## config.mk

```make
export PLATFORM = sky130hd
export DESIGN_NAME = int_sub_seq
export DESIGN_NICKNAME = d
export VERILOG_FILES = /design/src/rtl/int_alu_pkg.sv /design/src/rtl/int_sub_chunk.sv /design/src/rtl/int_sub_seq.sv
export SDC_FILE = /design/constraint.sdc
export NUM_CORES = 1
export LEC_CHECK = 0
export CAP_MARGIN = 15
export CORE_MARGIN = 2
export CORE_UTILIZATION = 61
export DETAILED_ROUTE_END_ITERATION = 12
export DONT_BUFFER_PORTS = 1
export GPL_TIMING_DRIVEN = 1
export PLACE_DENSITY = 0.88
export SKIP_CTS_REPAIR_TIMING = 1
export SYNTH_ARGS = -nofsm -noshare
export SYNTH_HDL_FRONTEND = slang
export SYNTH_SLANG_ARGS = --single-unit
```

## constraint.sdc

```tcl
create_clock -name clk -period 5.9 [get_ports clk]
set_input_delay 1.18 -clock clk [delete_from_list [all_inputs] [get_ports clk]]
set_output_delay 1.18 -clock clk [all_outputs]
set_load 0.01 [all_outputs]
```

## src/rtl/int_alu_pkg.sv

```systemverilog
// Shared types and defaults for the sequential integer ALU blocks.
// Holds the controller state encoding and the default operand/chunk widths.
package int_alu_pkg;

  localparam int DEFAULT_DATA_WIDTH  = 32;
  localparam int DEFAULT_CHUNK_WIDTH = 8;

  typedef enum logic {
    IDLE = 1'b0,
    CALC = 1'b1
  } state_t;

  // Width of a counter that walks n chunks; never narrower than one bit.
  function automatic int chunk_idx_width(input int n);
    return (n > 1) ? $clog2(n) : 1;
  endfunction

endpackage

```

## src/rtl/int_sub_chunk.sv

```systemverilog
// Combinational WIDTH-bit subtract slice with borrow in/out.
// The borrow is the sign bit of a one-bit-wider difference.
module int_sub_chunk #(
  parameter int WIDTH = 8
) (
  input  logic [WIDTH-1:0] a,
  input  logic [WIDTH-1:0] b,
  input  logic             borrow_in,
  output logic [WIDTH-1:0] diff,
  output logic             borrow_out
);

  logic [WIDTH:0] wide_diff;

  always_comb begin
    wide_diff  = {1'b0, a} - {1'b0, b} - {{WIDTH{1'b0}}, borrow_in};
    diff       = wide_diff[WIDTH-1:0];
    borrow_out = wide_diff[WIDTH];
  end

endmodule

```

## src/rtl/int_sub_seq.sv

```systemverilog
// Multi-cycle subtractor: one CHUNK_WIDTH slice per enabled cycle, LSB chunk first.
// Results are published only on the final chunk, so outputs stay stable during CALC.
module int_sub_seq
  import int_alu_pkg::*;
#(
  parameter int DATA_WIDTH  = DEFAULT_DATA_WIDTH,
  parameter int CHUNK_WIDTH = DEFAULT_CHUNK_WIDTH
) (
  input  logic                  clk,
  input  logic                  rst_n,
  input  logic                  en,
  input  logic                  start,
  input  logic [DATA_WIDTH-1:0] data_a,
  input  logic [DATA_WIDTH-1:0] data_b,
  input  logic                  borrow_in,
  output logic                  busy,
  output logic                  done,
  output logic [DATA_WIDTH-1:0] diff,
  output logic                  borrow_out,
  output logic                  overflow
);

  localparam int N     = DATA_WIDTH / CHUNK_WIDTH;
  localparam int IDX_W = chunk_idx_width(N);
  localparam logic [IDX_W-1:0] LAST_IDX = IDX_W'(N - 1);

  state_t                  state;
  logic [IDX_W-1:0]        idx;
  logic [DATA_WIDTH-1:0]   a_reg;
  logic [DATA_WIDTH-1:0]   b_reg;
  logic [DATA_WIDTH-1:0]   diff_acc;
  logic                    borrow_reg;

  logic [DATA_WIDTH-1:0]   diff_full;
  logic [CHUNK_WIDTH-1:0]  a_chunk;
  logic [CHUNK_WIDTH-1:0]  b_chunk;
  logic [CHUNK_WIDTH-1:0]  chunk_diff;
  logic                    chunk_borrow;
  logic                    last_chunk;
  logic                    overflow_full;
  int                      base;

  // diff_full merges the chunk being computed now into the partial result,
  // so the final edge can publish the complete difference directly.
  always_comb begin
    base       = int'(idx) * CHUNK_WIDTH;
    a_chunk    = a_reg[base +: CHUNK_WIDTH];
    b_chunk    = b_reg[base +: CHUNK_WIDTH];
    diff_full  = diff_acc;
    diff_full[base +: CHUNK_WIDTH] = chunk_diff;
    last_chunk = (idx == LAST_IDX);
    overflow_full = (a_reg[DATA_WIDTH-1] ^ b_reg[DATA_WIDTH-1]) &
                    (diff_full[DATA_WIDTH-1] ^ a_reg[DATA_WIDTH-1]);
  end

  int_sub_chunk #(
    .WIDTH (CHUNK_WIDTH)
  ) u_chunk (
    .a          (a_chunk),
    .b          (b_chunk),
    .borrow_in  (borrow_reg),
    .diff       (chunk_diff),
    .borrow_out (chunk_borrow)
  );

  always_ff @(posedge clk or negedge rst_n) begin
    if (!rst_n) begin
      state      <= IDLE;
      idx        <= '0;
      a_reg      <= '0;
      b_reg      <= '0;
      diff_acc   <= '0;
      borrow_reg <= 1'b0;
      busy       <= 1'b0;
      done       <= 1'b0;
      diff       <= '0;
      borrow_out <= 1'b0;
      overflow   <= 1'b0;
    end else if (en) begin
      done <= 1'b0;
      case (state)
        IDLE: begin
          if (start) begin
            a_reg      <= data_a;
            b_reg      <= data_b;
            borrow_reg <= borrow_in;
            diff_acc   <= '0;
            idx        <= '0;
            busy       <= 1'b1;
            state      <= CALC;
          end
        end
        CALC: begin
          diff_acc   <= diff_full;
          borrow_reg <= chunk_borrow;
          if (last_chunk) begin
            idx        <= '0;
            diff       <= diff_full;
            borrow_out <= chunk_borrow;
            overflow   <= overflow_full;
            done       <= 1'b1;
            busy       <= 1'b0;
            state      <= IDLE;
          end else begin
            idx <= idx + 1'b1;
          end
        end
        default: state <= IDLE;
      endcase
    end
  end

endmodule
```

# Yosys cells after proc, flatten, opt, wreduce, memory -nomap -nowiden
# Index checks and enable logic that the tools add are counted.
# op_classes
addsub	4
mul	0
div	0
order_cmp	0
eq_ne	3
shift	4
muxes	16
n_bitwise	4
reduce_logical	4
# op_table
cell	n
32-bit one-hot mux with 2 select lines	1
32-bit by 6-bit indexed part select with 8-bit output	2
5-bit negation with 33-bit output	1
8-bit by 33-bit variable shift with 32-bit output (first input constant)	1
8-bit by 33-bit indexed part select with 32-bit output	1
32-bit bitwise mux	1
32-bit 2-to-1 mux	1
3-bit AND reduction	3
8-bit by 8-bit subtractor with 9-bit output	1
9-bit by 1-bit subtractor with 9-bit output	1
1-bit 2-to-1 mux	7
1-bit one-hot mux with 2 select lines	3
2-bit 2-to-1 mux	2
2-bit one-hot mux with 2 select lines	1
2-bit by 1-bit adder with 2-bit output (second input constant)	1
2-bit equality test (second input constant)	1
2-bit by 1-bit inequality test with 1-bit output (second input constant)	1
2-bit inequality test (second input constant)	1
2-bit AND reduction	1
1-bit XOR	2
1-bit bitwise AND	1
1-bit NOT	1
# totals
ff_bits	136
latch_bits	0
ram_bits	0
rom_bits	0
input_bits	69
output_inout_bits	36
word_cells	46
memories	0

# Depth between registers and ports, before layout
# logic_depth
depth_word	7
ltp_mapped	13
depth_no_buf	11

# Hierarchy
# From an unflattened synthesis, not the netlist that was laid out.
# unflattened
cells_unflattened	527
hier_area_um2	6701.4
# modules_own_cells
module	instances	cells_per_inst	area_each_um2	seq_area_each_um2
int_sub_seq	1	451	6147.1	3403.3
int_sub_chunk	1	76	554.3	0.0

# Worst setup path before layout
# No wires, ideal clock.
# synth_path
path_type	register to register
from	register idx[0]
to	register diff_acc[6]
setup_ps	121
arrival_time_ps	3245
t_required_ps	5779
path_slack_ps	2534
stages_incl_launch_ff	13
path_buffers	2
synth_period_minus_slack_ps	3366
path_cell_list	dfrtp_1 > buf_2 > buf_2 > mux4_2 > ha_1 > inv_1 > ha_1 > a21boi_1 > o21a_1 > o21a_1 > or3_4 > and2_4 > a22o_1
# synth_between
elab_chain_len	6
elab_cells_between_ends	9
cone_classes	add/sub (3); shift (4); mux (2)
# synth_rtl
item	line_no	rtl
start, declared	int_sub_seq.sv:28	logic [IDX_W-1:0] idx;
start signal, assigned	int_sub_seq.sv:105	idx <= idx + 1'b1;
32-bit by 6-bit indexed part select with 8-bit output, on equally long branches	int_sub_seq.sv:47, int_sub_seq.sv:48	
8-bit by 8-bit subtractor with 9-bit output	int_sub_chunk.sv:16	wide_diff = {1'b0, a} - {1'b0, b} - {{WIDTH{1'b0}}, borrow_in};
9-bit by 1-bit subtractor with 9-bit output	int_sub_chunk.sv:16	
8-bit by 33-bit indexed part select with 32-bit output	int_sub_seq.sv:50	diff_full[base +: CHUNK_WIDTH] = chunk_diff;
32-bit bitwise mux *	int_sub_seq.sv:50	
32-bit one-hot mux with 2 select lines *	int_sub_seq.sv:81	case (state)
end signal, assigned	int_sub_seq.sv:94	diff_acc <= diff_full;
end, declared	int_sub_seq.sv:31	logic [DATA_WIDTH-1:0] diff_acc;
# Mark *: on every way between the ends. The rest lies on a longest branch, timed or not.
# A chain may end at the register's enable or synchronous reset.

# Final worst setup path
# layout_path
from	register idx[0]
to	register overflow
# layout_between
elab_chain_len	7
elab_cells_between_ends	12
cone_classes	add/sub (3); eq/ne (1); shift (4); mux (1); bitwise (2); reduce/logical (1)
# layout_rtl
item	line_no	rtl
32-bit by 6-bit indexed part select with 8-bit output, on equally long branches	int_sub_seq.sv:47, int_sub_seq.sv:48	
8-bit by 8-bit subtractor with 9-bit output	int_sub_chunk.sv:16	
9-bit by 1-bit subtractor with 9-bit output	int_sub_chunk.sv:16	
8-bit by 33-bit indexed part select with 32-bit output	int_sub_seq.sv:50	
32-bit bitwise mux	int_sub_seq.sv:50	
1-bit XOR	int_sub_seq.sv:53	(diff_full[DATA_WIDTH-1] ^ a_reg[DATA_WIDTH-1]);
1-bit bitwise AND	int_sub_seq.sv:52	overflow_full = (a_reg[DATA_WIDTH-1] ^ b_reg[DATA_WIDTH-1]) &
end signal, assigned	int_sub_seq.sv:100	overflow <= overflow_full;
end, declared	int_sub_seq.sv:20	output logic overflow
# Parallel ways exist; a longest one is shown, timed or not.

==> impl_metrics.toml <==
[status]
status = "finished clean"

[timing]
report.final.slew_viol_count = 0
final.setup.tns_ps = 0
setup_violations = 0
finalHoldViolations = 0
tightest_slew_ps = 1015
max_freq_ghz = 0.2665
rsz0062_at_grt = "no"
finalCritPeriodShare_pct = 63.60
post-route-min-period_ps = 3752
fin_skew_ps = 13.41
max-slew-margin-rel_pct = 31.82

[detailed_routing]
first_iter_violations = 257
wl_per_cell_um = 22.16
via_per_inst = 6.364
wirelength_um = 14740
antenna_left = 0
via_count = 4232
drc = 0
first_pass_iters = 5

[floorplanning]
core_sq_um = 10280
row_count = 37
die_w_um = 106.7
die_h_um = 106.7
die-area_sq_um = 11390
initial_core_util_pct = 62.65
num_io_pins = 105

[run]
maxCapViolations = 0

[cts]
root_buffer = "clkbuf_8"
htreeDepth = 4
cts.sinks = 136
cts_made_buffers = 17
cts_tree = "done"
cts_buffer_depth = 2
clk_latency_ps = 520
clk_pin_slew_ps = 60

[place]
dp_hpwl_um = 10000
port_buffers = 0
globalplace.congestion = 0.9161

[logic_synthesis]
ys_warn_count = 0
synth_edf_count = 0
yosysSeqAreaShare_pct = 52.86
syn-num-nets = 609
synth_top_area_share_pct = 52.86
yosysTopAreaCell = "dfrtp_1"
synthDistinctLibCells = 51
synth_seq_cells = 136
syn_inst = 520
syn_area_per_cell_sq_um = 12.38
synth_flop_cell = "dfrtp_1"
syn-cell-area_sq_um = 6439
async_reset_ff_share_pct = 100.0
synth_area_leaders = "dfrtp_1, mux2_2, mux4_2, ha_1, a22o_1"

[critical_path]
cpMaxStageDelayCell = "dfrtp_1"
max_stage_delay_ps = 580
crit_path_end_kind = "register"
cp_max_fo = 19
required_ps = 6300
critPathArrivalTime_ps = 4160
critPathKind = "reg -> reg"
startpoint_type = "register"
critPathTopFamily = "compound AO/OA/AOI/OAI gates"
crit_chain = "buf_4 > mux4_2 > ha_1 > inv_1 > ha_1 > a21oi_1 > o211ai_1 > o21ai_2 > xor2_2 > o221ai_1 > o31a_1"
worst-path-buf-inv = 2
cpMostUsedCell = "ha_1"

[global_route]
grt_overflow_total = 0
grt_max_degree = 137
grt_pass1_vias = 4556
grt_pass1_wl_um = 23850
grt_use_total_pct = 27.67
antenna_found_initial = 0

[finish]
area_growth_pct = 10.73
nFillCells = 722
nets = 604
layout-drive-gt1-share_pct = 25.00

[hold_path]
hold_path_class = "in -> async"
[through the flow]
step	hold WS (ps)	utilization, %	area, sq um	setup slack [ps]	cells
after floorplan	447.4	-	6439	2534	520
after global placement	460.4	63.36	6511	2350	632
after detailed placement	470.6	63.36	6511	2227	632
after CTS	339.1	69.35	7127	2178	664
after global routing	342.7	69.35	7127	1877	664
final	360.8	69.37	7129	2148	665
[area by class of cell]
| type | instances | area [sq um] | area share, % |
|---|---|---|---|
| inverter | 30 | 112.6 | 1.580 |
| multi-input combinational | 327 | 2803 | 39.31 |
| tap | 136 | 170.2 | 2.387 |
| antenna | 1 | 2.502 | 0.03510 |
| clock buffer | 19 | 421.7 | 5.914 |
| timing repair buffer | 3 | 22.52 | 0.3159 |
| sequential | 136 | 3403 | 47.74 |
| clock inverter | 13 | 193.9 | 2.720 |
[layer usage]
metal	wire length, um	GRT usage, %	share of wire, %
met1	5411	31.21	37
met2	7636	48.68	52
met3	1273	9.058	8.6
met4	413	10.76	2.8
met5	0	0	0
[worst paths after layout]
check | depth (start not counted) | slack, ps | from | to
min in group clk | 2 | 480 | diff_acc[23] | diff_acc[23]
max reg2reg | 11 | 2150 | idx[0] | overflow
max in group asynchronous | 0 | 5230 | rst_n | diff_acc[22]
min reg2reg | 2 | 480 | diff_acc[23] | diff_acc[23]
max | 11 | 2150 | idx[0] | overflow
min | 0 | 360 | rst_n | diff[21]
[Yosys cell counts, types with 4 or more instances]
master / n
dfrtp_1: 136
mux2_2: 64
nor2_1: 49
nand2_1: 38
inv_1: 27
a22o_1: 25
o21ai_1: 19
a221oi_1: 18
ha_1: 18
mux4_2: 15
o21ai_0: 12
buf_2: 11
clkbuf_1: 10
a21oi_1: 8
and2_1: 6
a32oi_1: 5
and3_1: 5
buf_1: 5
a22oi_1: 4
nor2b_1: 4
[kinds of logic (layout without fill, tap and decap cells)]
kind of cell	Yosys count	after routing	synth area share, %
compound gates	108	108	12.75
xor+xnor	5	5	1.205
fa+ha+maj	20	20	4.120
buf+inv	57	65	3.653
flops	136	136	52.86
mux	81	81	17.14
other cells	0	1	0
simple gates	113	113	8.278
[placed cells by master (no fill, tap or decap), types with 16 or more instances in the layout]
cell type,count
a22o_1,25
dfrtp_1,136
nor2_1,49
ha_1,18
clkbuf_16,16
o21ai_1,19
inv_1,27
mux2_2,64
a221oi_1,18
nand2_1,37
Power is not shown: default switching activity piles up to over one toggle a cycle in this logic, so the estimate is an artifact.
